### config.mk
export PLATFORM = sky130hd
export DESIGN_NAME = mem_bus_arbiter
export DESIGN_NICKNAME = d
export VERILOG_FILES = /design/src/rtl/mem_bus_arbiter_pkg.sv /design/src/rtl/mem_bus_arbiter.sv
export SDC_FILE = /design/constraint.sdc
export NUM_CORES = 1
export LEC_CHECK = 0
export ABC_AREA = 1
export CORE_ASPECT_RATIO = 1.25
export CORE_MARGIN = 2
export CORE_UTILIZATION = 31
export CTS_BUF_LIST = sky130_fd_sc_hd__clkbuf_16
export CTS_CLUSTER_SIZE = 10
export DETAILED_ROUTE_END_ITERATION = 8
export PLACE_DENSITY = 0.83
export SLEW_MARGIN = 30
export SYNTH_ARGS = -nofsm -noshare
export SYNTH_HDL_FRONTEND = slang
export SYNTH_SLANG_ARGS = --single-unit
### constraint.sdc
create_clock -name clk -period 1.3 [get_ports clk]
set_input_delay 0.26 -clock clk [delete_from_list [all_inputs] [get_ports clk]]
set_output_delay 0.26 -clock clk [all_outputs]
set_load 0.005 [all_outputs]
### src/rtl/mem_bus_arbiter_pkg.sv
// mem_bus_arbiter_pkg: shared FSM encodings and grant codes for the memory port arbiter
package mem_bus_arbiter_pkg;
  typedef enum logic [2:0] {
    IDLE   = 3'd0,
    I_ADDR = 3'd1,
    I_DATA = 3'd2,
    D_ADDR = 3'd3,
    D_DATA = 3'd4
  } state_t;
  typedef enum logic {GNT_INST = 1'b0, GNT_DATA = 1'b1} grant_t;
endpackage

### src/rtl/mem_bus_arbiter.sv
// mem_bus_arbiter: round-robin sharing of one SRAM-like port between fetch and load/store
module mem_bus_arbiter
  import mem_bus_arbiter_pkg::*;
#(
  parameter int ADDR_W = 32,
  parameter int DATA_W = 32
) (
  input  logic                clk,
  input  logic                rst,
  input  logic                inst_req,
  input  logic [ADDR_W-1:0]   inst_addr,
  output logic [DATA_W-1:0]   inst_rdata,
  output logic                inst_valid,
  input  logic                data_req,
  input  logic [DATA_W/8-1:0] data_wen,
  input  logic [ADDR_W-1:0]   data_addr,
  input  logic [DATA_W-1:0]   data_wdata,
  output logic [DATA_W-1:0]   data_rdata,
  output logic                data_valid,
  output logic                bus_req,
  output logic                bus_wr,
  output logic [DATA_W/8-1:0] bus_wstrb,
  output logic [ADDR_W-1:0]   bus_addr,
  output logic [DATA_W-1:0]   bus_wdata,
  input  logic                bus_addr_ok,
  input  logic                bus_data_ok,
  input  logic [DATA_W-1:0]   bus_rdata,
  output logic                stallreq_for_if,
  output logic                stallreq_for_mem
);
  state_t state;
  grant_t last_grant;
  logic   pick_data;
  // data wins when alone, or on a tie when fetch was served last
  assign pick_data = data_req & (~inst_req | (last_grant == GNT_INST));
  always_ff @(posedge clk)
    if (rst) begin
      state      <= IDLE;
      last_grant <= GNT_INST;
      bus_req    <= 1'b0;
      bus_wr     <= 1'b0;
      bus_wstrb  <= '0;
      bus_addr   <= '0;
      bus_wdata  <= '0;
    end else
      case (state)
        IDLE:
          if (pick_data) begin
            state     <= D_ADDR;
            bus_req   <= 1'b1;
            bus_wr    <= |data_wen;
            bus_wstrb <= data_wen;
            bus_addr  <= data_addr;
            bus_wdata <= data_wdata;
          end else if (inst_req) begin
            state     <= I_ADDR;
            bus_req   <= 1'b1;
            bus_wr    <= 1'b0;
            bus_wstrb <= '0;
            bus_addr  <= inst_addr;
            bus_wdata <= '0;
          end
        I_ADDR:
          if (bus_addr_ok) begin
            state   <= I_DATA;
            bus_req <= 1'b0;
          end
        I_DATA:
          if (bus_data_ok) begin
            state      <= IDLE;
            last_grant <= GNT_INST;
          end
        D_ADDR:
          if (bus_addr_ok) begin
            state   <= D_DATA;
            bus_req <= 1'b0;
          end
        D_DATA:
          if (bus_data_ok) begin
            state      <= IDLE;
            last_grant <= GNT_DATA;
          end
        default: begin
          state   <= IDLE;
          bus_req <= 1'b0;
        end
      endcase
  // completions are combinational on data_ok; a reset cycle suppresses them
  assign inst_valid       = ~rst & (state == I_DATA) & bus_data_ok;
  assign data_valid       = ~rst & (state == D_DATA) & bus_data_ok;
  assign inst_rdata       = inst_valid ? bus_rdata : '0;
  assign data_rdata       = data_valid ? bus_rdata : '0;
  assign stallreq_for_if  = ~rst & inst_req & ~inst_valid;
  assign stallreq_for_mem = ~rst & data_req & ~data_valid;
endmodule

==> results of run 1 <==
## through the flow
stage                     setup slack [ps]  hold WS [ps]  utilization  TNS [ps]
after floorplan                      -11.9           407            -     -54.3
after global placement                -933           446        0.580    -85750
after detailed placement              -943           450        0.580    -88590
after CTS                             -665           456        0.629    -53180
after global routing                  -700           464        0.662    -72300
final                                 -614           454        0.662    -63260
## Yosys cell counts, drive strengths merged
| master | n | area share |
|---|---|---|
| nor2 | 68 | 0.074 |
| clkinv | 1 | 0.0010 |
| inv | 45 | 0.046 |
| o31ai | 1 | 0.0021 |
| a211oi | 1 | 0.0021 |
| nor3 | 5 | 0.011 |
| nand4 | 1 | 0.0017 |
| or2 | 1 | 0.0017 |
| a21oi | 42 | 0.061 |
| o211a | 32 | 0.088 |
| clkbuf | 7 | 0.0072 |
| dfxtp | 74 | 0.41 |
| nand3 | 38 | 0.066 |
| buf | 27 | 0.073 |
| nand2 | 147 | 0.15 |
| o21ai | 3 | 0.0041 |
## sequential cells by signal (all words and copies together) (netlist names)
signal      cells
bus_req         1
last_grant      1
bus_wr          1
bus_wdata      32
bus_wstrb       4
state           3
bus_addr       32
## layer usage
metal  part of all wire  vias up  wire, microns  GRT usage
met5                  0        -              0          0
met4              0.033        0            524     0.0938
met3              0.081       39           1280     0.0760
met2               0.53      216           8420      0.412
met1               0.35     2162           5520      0.221
li1                   -     2229              -          -
## kinds of logic after synthesis
group / after synthesis
AO/OA/AOI/OAI: 79
flip-flops: 74
AND/OR/NAND/NOR: 260
buffers and inverters: 80
## report_power, final
part / internal [mW] / switching (mW) / total, mW
Sequential: 2.64 / 0.203 / 2.85
Combinational: 2.19 / 1.63 / 3.81
Clock: 1.48 / 0.970 / 2.45
Total: 6.31 / 2.80 / 9.11
## timing repair
| item | 4_1_cts | 5_1_grt |
|---|---|---|
| pin swaps | 8 | 7 |
| cloned | 9 | 7 |
| resized for setup | 395 | 69 |
| endpoints found under the setup margin | 209 | 142 |
| buffers inserted | 20 | 12 |
## final cells by class
type | instances | area, sq um
Fill cell | 940 | 3900
Timing Repair Buffer | 348 | 3420
Multi-Input combinational cell | 339 | 2090
Sequential cell | 74 | 1500
Clock buffer | 9 | 225
Inverter | 46 | 188
Tap cell | 138 | 173
Clock inverter | 7 | 68.8
## critical path: stages (launching register included)
cell and delay [ps]:
dfxtp_4 350, inv_4 60, nand3_4 70, nor3_4 250
inv_4 90, buf_16 140, buf_12 150, nor2_1 90
buf_2 120
## path summary, 6_finish.rpt
kind,from,cells past startpoint,slack (ps),endpoint
setup / recovery,state[2],8,-610,inst_rdata[23]
hold reg to reg,bus_wdata[2],2,450,bus_wdata[2]
hold / removal,bus_wdata[2],2,450,bus_wdata[2]
setup reg to reg,state[1],12,-430,bus_wdata[8]
## layout by cell type (no fill, tap or decap), drive strengths merged
| cell type | netlist | routed |
|---|---|---|
| a211oi | 1 | 1 |
| nand2 | 147 | 147 |
| dfxtp | 74 | 74 |
| inv | 45 | 47 |
| a21oi | 42 | 42 |
| clkinvlp | 0 | 3 |
| clkinv | 1 | 2 |
| nand4 | 1 | 1 |
| o31ai | 1 | 1 |
| clkbuf | 7 | 16 |
| buf | 27 | 135 |
| nor2 | 68 | 68 |
| dlygate4sd2 | 0 | 72 |
| bufinv | 0 | 1 |
| nor3 | 5 | 5 |
| o211a | 32 | 32 |
| o21ai | 3 | 3 |
| clkdlybuf4s50 | 0 | 134 |
| nand3 | 38 | 38 |
| or2 | 1 | 1 |
==> impl_metrics.json, run 1 <==
{
  "htreeDepth": 3,
  "slew_headroom": 0.696,
  "synth.avg_cell_area_sq_um": 7.40,
  "initial_utilization": 0.315,
  "synth_cell_type_count": 27,
  "fmax_mhz": 523,
  "clock_path_buffers": 2,
  "fp.dieH_microns": 125,
  "grt_usage": 0.223,
  "slew_violations": 0,
  "drc_errors": 0,
  "drive_gt1_frac": 0.317,
  "dp.cells": 904,
  "top_level_ports": 276,
  "setup_violations": 142,
  "min_path_type": "flip-flop to flip-flop",
  "postSynthCellCount": 493,
  "core_area_sq_mm": 0.0116,
  "cts_tree": "yes",
  "outcome": "finished with violations",
  "startpoint_type": "flip-flop",
  "synth-simple-area-share": 0.309,
  "violations": "setup timing",
  "rsz0062_at_grt": "yes",
  "cp_max_fo": 14,
  "wl_microns": 15700,
  "antenna_found_initial": 0,
  "power_density_mw_per_mm2": 1190,
  "hold_violations": 0,
  "synth_compound_area_frac": 0.157,
  "p_leak_nw": 3.89,
  "cts_sinks": 74,
  "cp-end-kind": "output pin",
  "insertion_delay_ps": 340,
  "syn_area_sq_mm": 0.00365,
  "n_antenna_cell": 0,
  "setup_ws_ps": -614,
  "path_class": "flip-flop to output pin",
  "synth_fp_nets": 631,
  "synthXorXnorAreaFrac": 0,
  "cts_root_buffer": "clkbuf_16",
  "post-route-period-util": 1.47,
  "stdcell_count": 961,
  "post_dp_cell_area_sq_mm": 0.00671,
  "io_buffers": 275,
  "cts_buffers": 9,
  "synthAdderAreaFrac": 0,
  "vdd_drop_max_mv": 0.751,
  "final_area_sq_mm": 0.00766,
  "yosys_warnings": 0,
  "dp_hpwl_microns": 9760,
  "row_count": 44,
  "yosysSeqAreaShare": 0.406,
  "drt_pass1_iterations": 5,
  "total_power_mw": 9.11,
  "die_area_sq_mm": 0.0127,
  "nNetsFinal": 956,
  "cts_hold_buffers": 0,
  "ant_nets": 0,
  "clkSlewWorstSetupHoldPaths_ps": 60,
  "num_vias": 4646,
  "syn2layout_area_growth_pct": 110,
  "ys_seq_elements": 74,
  "die_w_microns": 101,
  "cp_data_required_time_ps": 1040,
  "grt-ovfl-total": 0,
  "clock_skew_ps": 13.3,
  "grt_pass1_wl_microns": 22300,
  "cap_violations": 0,
  "muxShareOfSynthArea": 0,
  "worstMarginPinSlew_ps": 457,
  "synth_top_family_by_area": "simple AND/OR/NAND/NOR gates",
  "drtIter0Drc": 185,
  "grt_max_degree": 42,
  "worst_ep_arrival_time_ps": 1650,
  "avgViaCountPerCell": 4.83,
  "fin_crit_ps": 1910,
  "first_global_vias": 4468,
  "gp_congestion": 0.799,
  "routedWlPerCell_microns": 16.4
}
Power figures use the tool's default switching activity.
==> run 2: changes to the inputs <==
REMOVE_ABC_BUFFERS = 1   (was unset)
==> impl_metrics.json, run 2 (synthesis results as in run 1) <==
{
  "outcome": "finished with violations",
  "violations": "setup timing",
  "grt_usage": 0.237,
  "setup_violations": 142,
  "clock_skew_ps": 3.39,
  "core_area_sq_mm": 0.0116,
  "path_class": "flip-flop to output pin",
  "worstMarginPinSlew_ps": 435,
  "cts_buffers": 9,
  "wl_microns": 15800,
  "mostFrequentLayoutCells": "nand2_1, clkdlybuf4s50_1, dlygate4sd2_1",
  "n_antenna_cell": 0,
  "r2r-start": "state[0]",
  "die_area_sq_mm": 0.0127,
  "top_regs": "bus_addr (32), bus_wdata (32), bus_wstrb (4)",
  "slew_violations": 0,
  "avgViaCountPerCell": 4.74,
  "cap_violations": 0,
  "syn2layout_area_growth_pct": 106,
  "total_power_mw": 9.20,
  "holdPathEnd": "last_grant",
  "grt_max_degree": 41,
  "rsz0062_at_grt": "yes",
  "final_common_cell": "nand2_1",
  "setup_ws_ps": -609,
  "vdd_drop_max_mv": 1.01,
  "p_clk_frac": 0.287,
  "slew_headroom": 0.710,
  "drc_errors": 0,
  "swShare": 0.302,
  "power_frac_seq": 0.308,
  "fin_crit_ps": 1910,
  "top_level_ports": 276,
  "num_vias": 4531,
  "cts_sinks": 74,
  "holdPathStages": 3,
  "intPower_mw": 6.42,
  "min_from": "rst",
  "dp.cells": 902,
  "die_w_microns": 101,
  "htreeDepth": 3,
  "cp_data_required_time_ps": 1040,
  "clkSlewWorstSetupHoldPaths_ps": 60,
  "insertion_delay_ps": 330,
  "fp.dieH_microns": 125,
  "ant_nets": 0,
  "dp_hpwl_microns": 9740,
  "stdcell_count": 956,
  "final_util": 0.651,
  "r2r_setup_slack_ps": -390,
  "r2r_cells": 12,
  "drt_pass1_iterations": 4,
  "p_leak_nw": 3.88,
  "power_density_mw_per_mm2": 1220,
  "cp_max_fo": 8,
  "rr_endpoint": "bus_wdata[1]",
  "antenna_found_initial": 0,
  "cts_tree": "yes",
  "comb_power_share": 0.405,
  "power_switching_mw": 2.78,
  "grt_pass1_wl_microns": 23400,
  "routedWlPerCell_microns": 16.5,
  "post_dp_cell_area_sq_mm": 0.00657,
  "startpoint_type": "flip-flop",
  "drtIter0Drc": 109,
  "initial_utilization": 0.315,
  "drive_gt1_frac": 0.301,
  "post-route-period-util": 1.47,
  "first_global_vias": 4565,
  "gp_congestion": 0.831,
  "min_path_type": "input port to flip-flop",
  "io_buffers": 275,
  "grt-ovfl-total": 0,
  "fmax_mhz": 524,
  "cts_root_buffer": "clkbuf_16",
  "row_count": 44,
  "worst_ep_arrival_time_ps": 1650,
  "final_area_sq_mm": 0.00753,
  "hold_violations": 0,
  "cp-end-kind": "output pin",
  "clock_path_buffers": 2,
  "nNetsFinal": 951
}
-- run 2: changes by cell type in the layout (fill, tap and decap cells not counted), sizes merged --
cell	delta
buf	+1
bufbuf	+1
bufinv	+1
clkbuf	-7
clkinv	+3
clkinvlp	-3
dlygate4sd2	-1
dlymetal6s2s	+1
inv	-1
-- run 2: critical path, cell delays in order, from the launching register on --
cell	delay [ps]
dfxtp_2	350
nor2_4	130
nand2_2	80
nor3_4	140
inv_2	100
buf_12	140
buf_16	140
nor2_1	100
buf_2	130
-- run 2: cell type report --
type,instances,area [sq um]
fill,935,4030
sequential,74,1490
clock buffer,9,225
inverter,46,185
clock inverter,7,86.3
timing repair buffer,343,3340
tap,138,173
multi-input combinational,339,2030
-- run 2: layer usage --
metal / global-route usage / routed length [microns] / part of all wire
met5: 0 / 0 / 0
met1: 0.237 / 5680 / 0.36
met2: 0.443 / 8270 / 0.53
met3: 0.0822 / 1410 / 0.089
met4: 0.0851 / 396 / 0.025
-- run 2: repair_timing --
item	4_1_cts	5_1_grt
resized for setup	429	70
endpoints found under the setup margin	209	142
hold buffers	0	0
gates cloned	16	0
buffers inserted	26	11
pin swaps	12	7
-- run 2: worst max-delay path by stage --
stage,from,slack (ps),depth (start not counted),to
after floorplan,last_grant,-1210,6,bus_wr
after global placement,bus_data_ok,-980,7,inst_rdata[7]
after detailed placement,bus_data_ok,-1020,7,data_rdata[7]
after CTS,state[1],-620,7,data_rdata[12]
after global routing,state[0],-670,8,data_rdata[3]
final,state[0],-610,8,data_rdata[3]
-- run 2: metrics by stage --
stage / setup TNS [ps] / setup slack, ps / hold slack (ps)
global route: -65530 / -674 / 377
detailed placement: -88410 / -1020 / 450
CTS: -55810 / -622 / 338
finish: -54970 / -609 / 371
floorplan: -85480 / -1210 / 329
global placement: -84740 / -983 / 446
-- run 2: power by group through the flow --
stage | clock network [mW] | logic, mW | registers (mW)
after CTS | 2.68 | 3.81 | 2.82
after global routing | 2.78 | 3.98 | 2.88
after floorplan | 0 | 0.982 | 2.90
after detailed placement | 0 | 2.82 | 2.87
after global placement | 0 | 2.79 | 2.85
final | 2.64 | 3.72 | 2.83
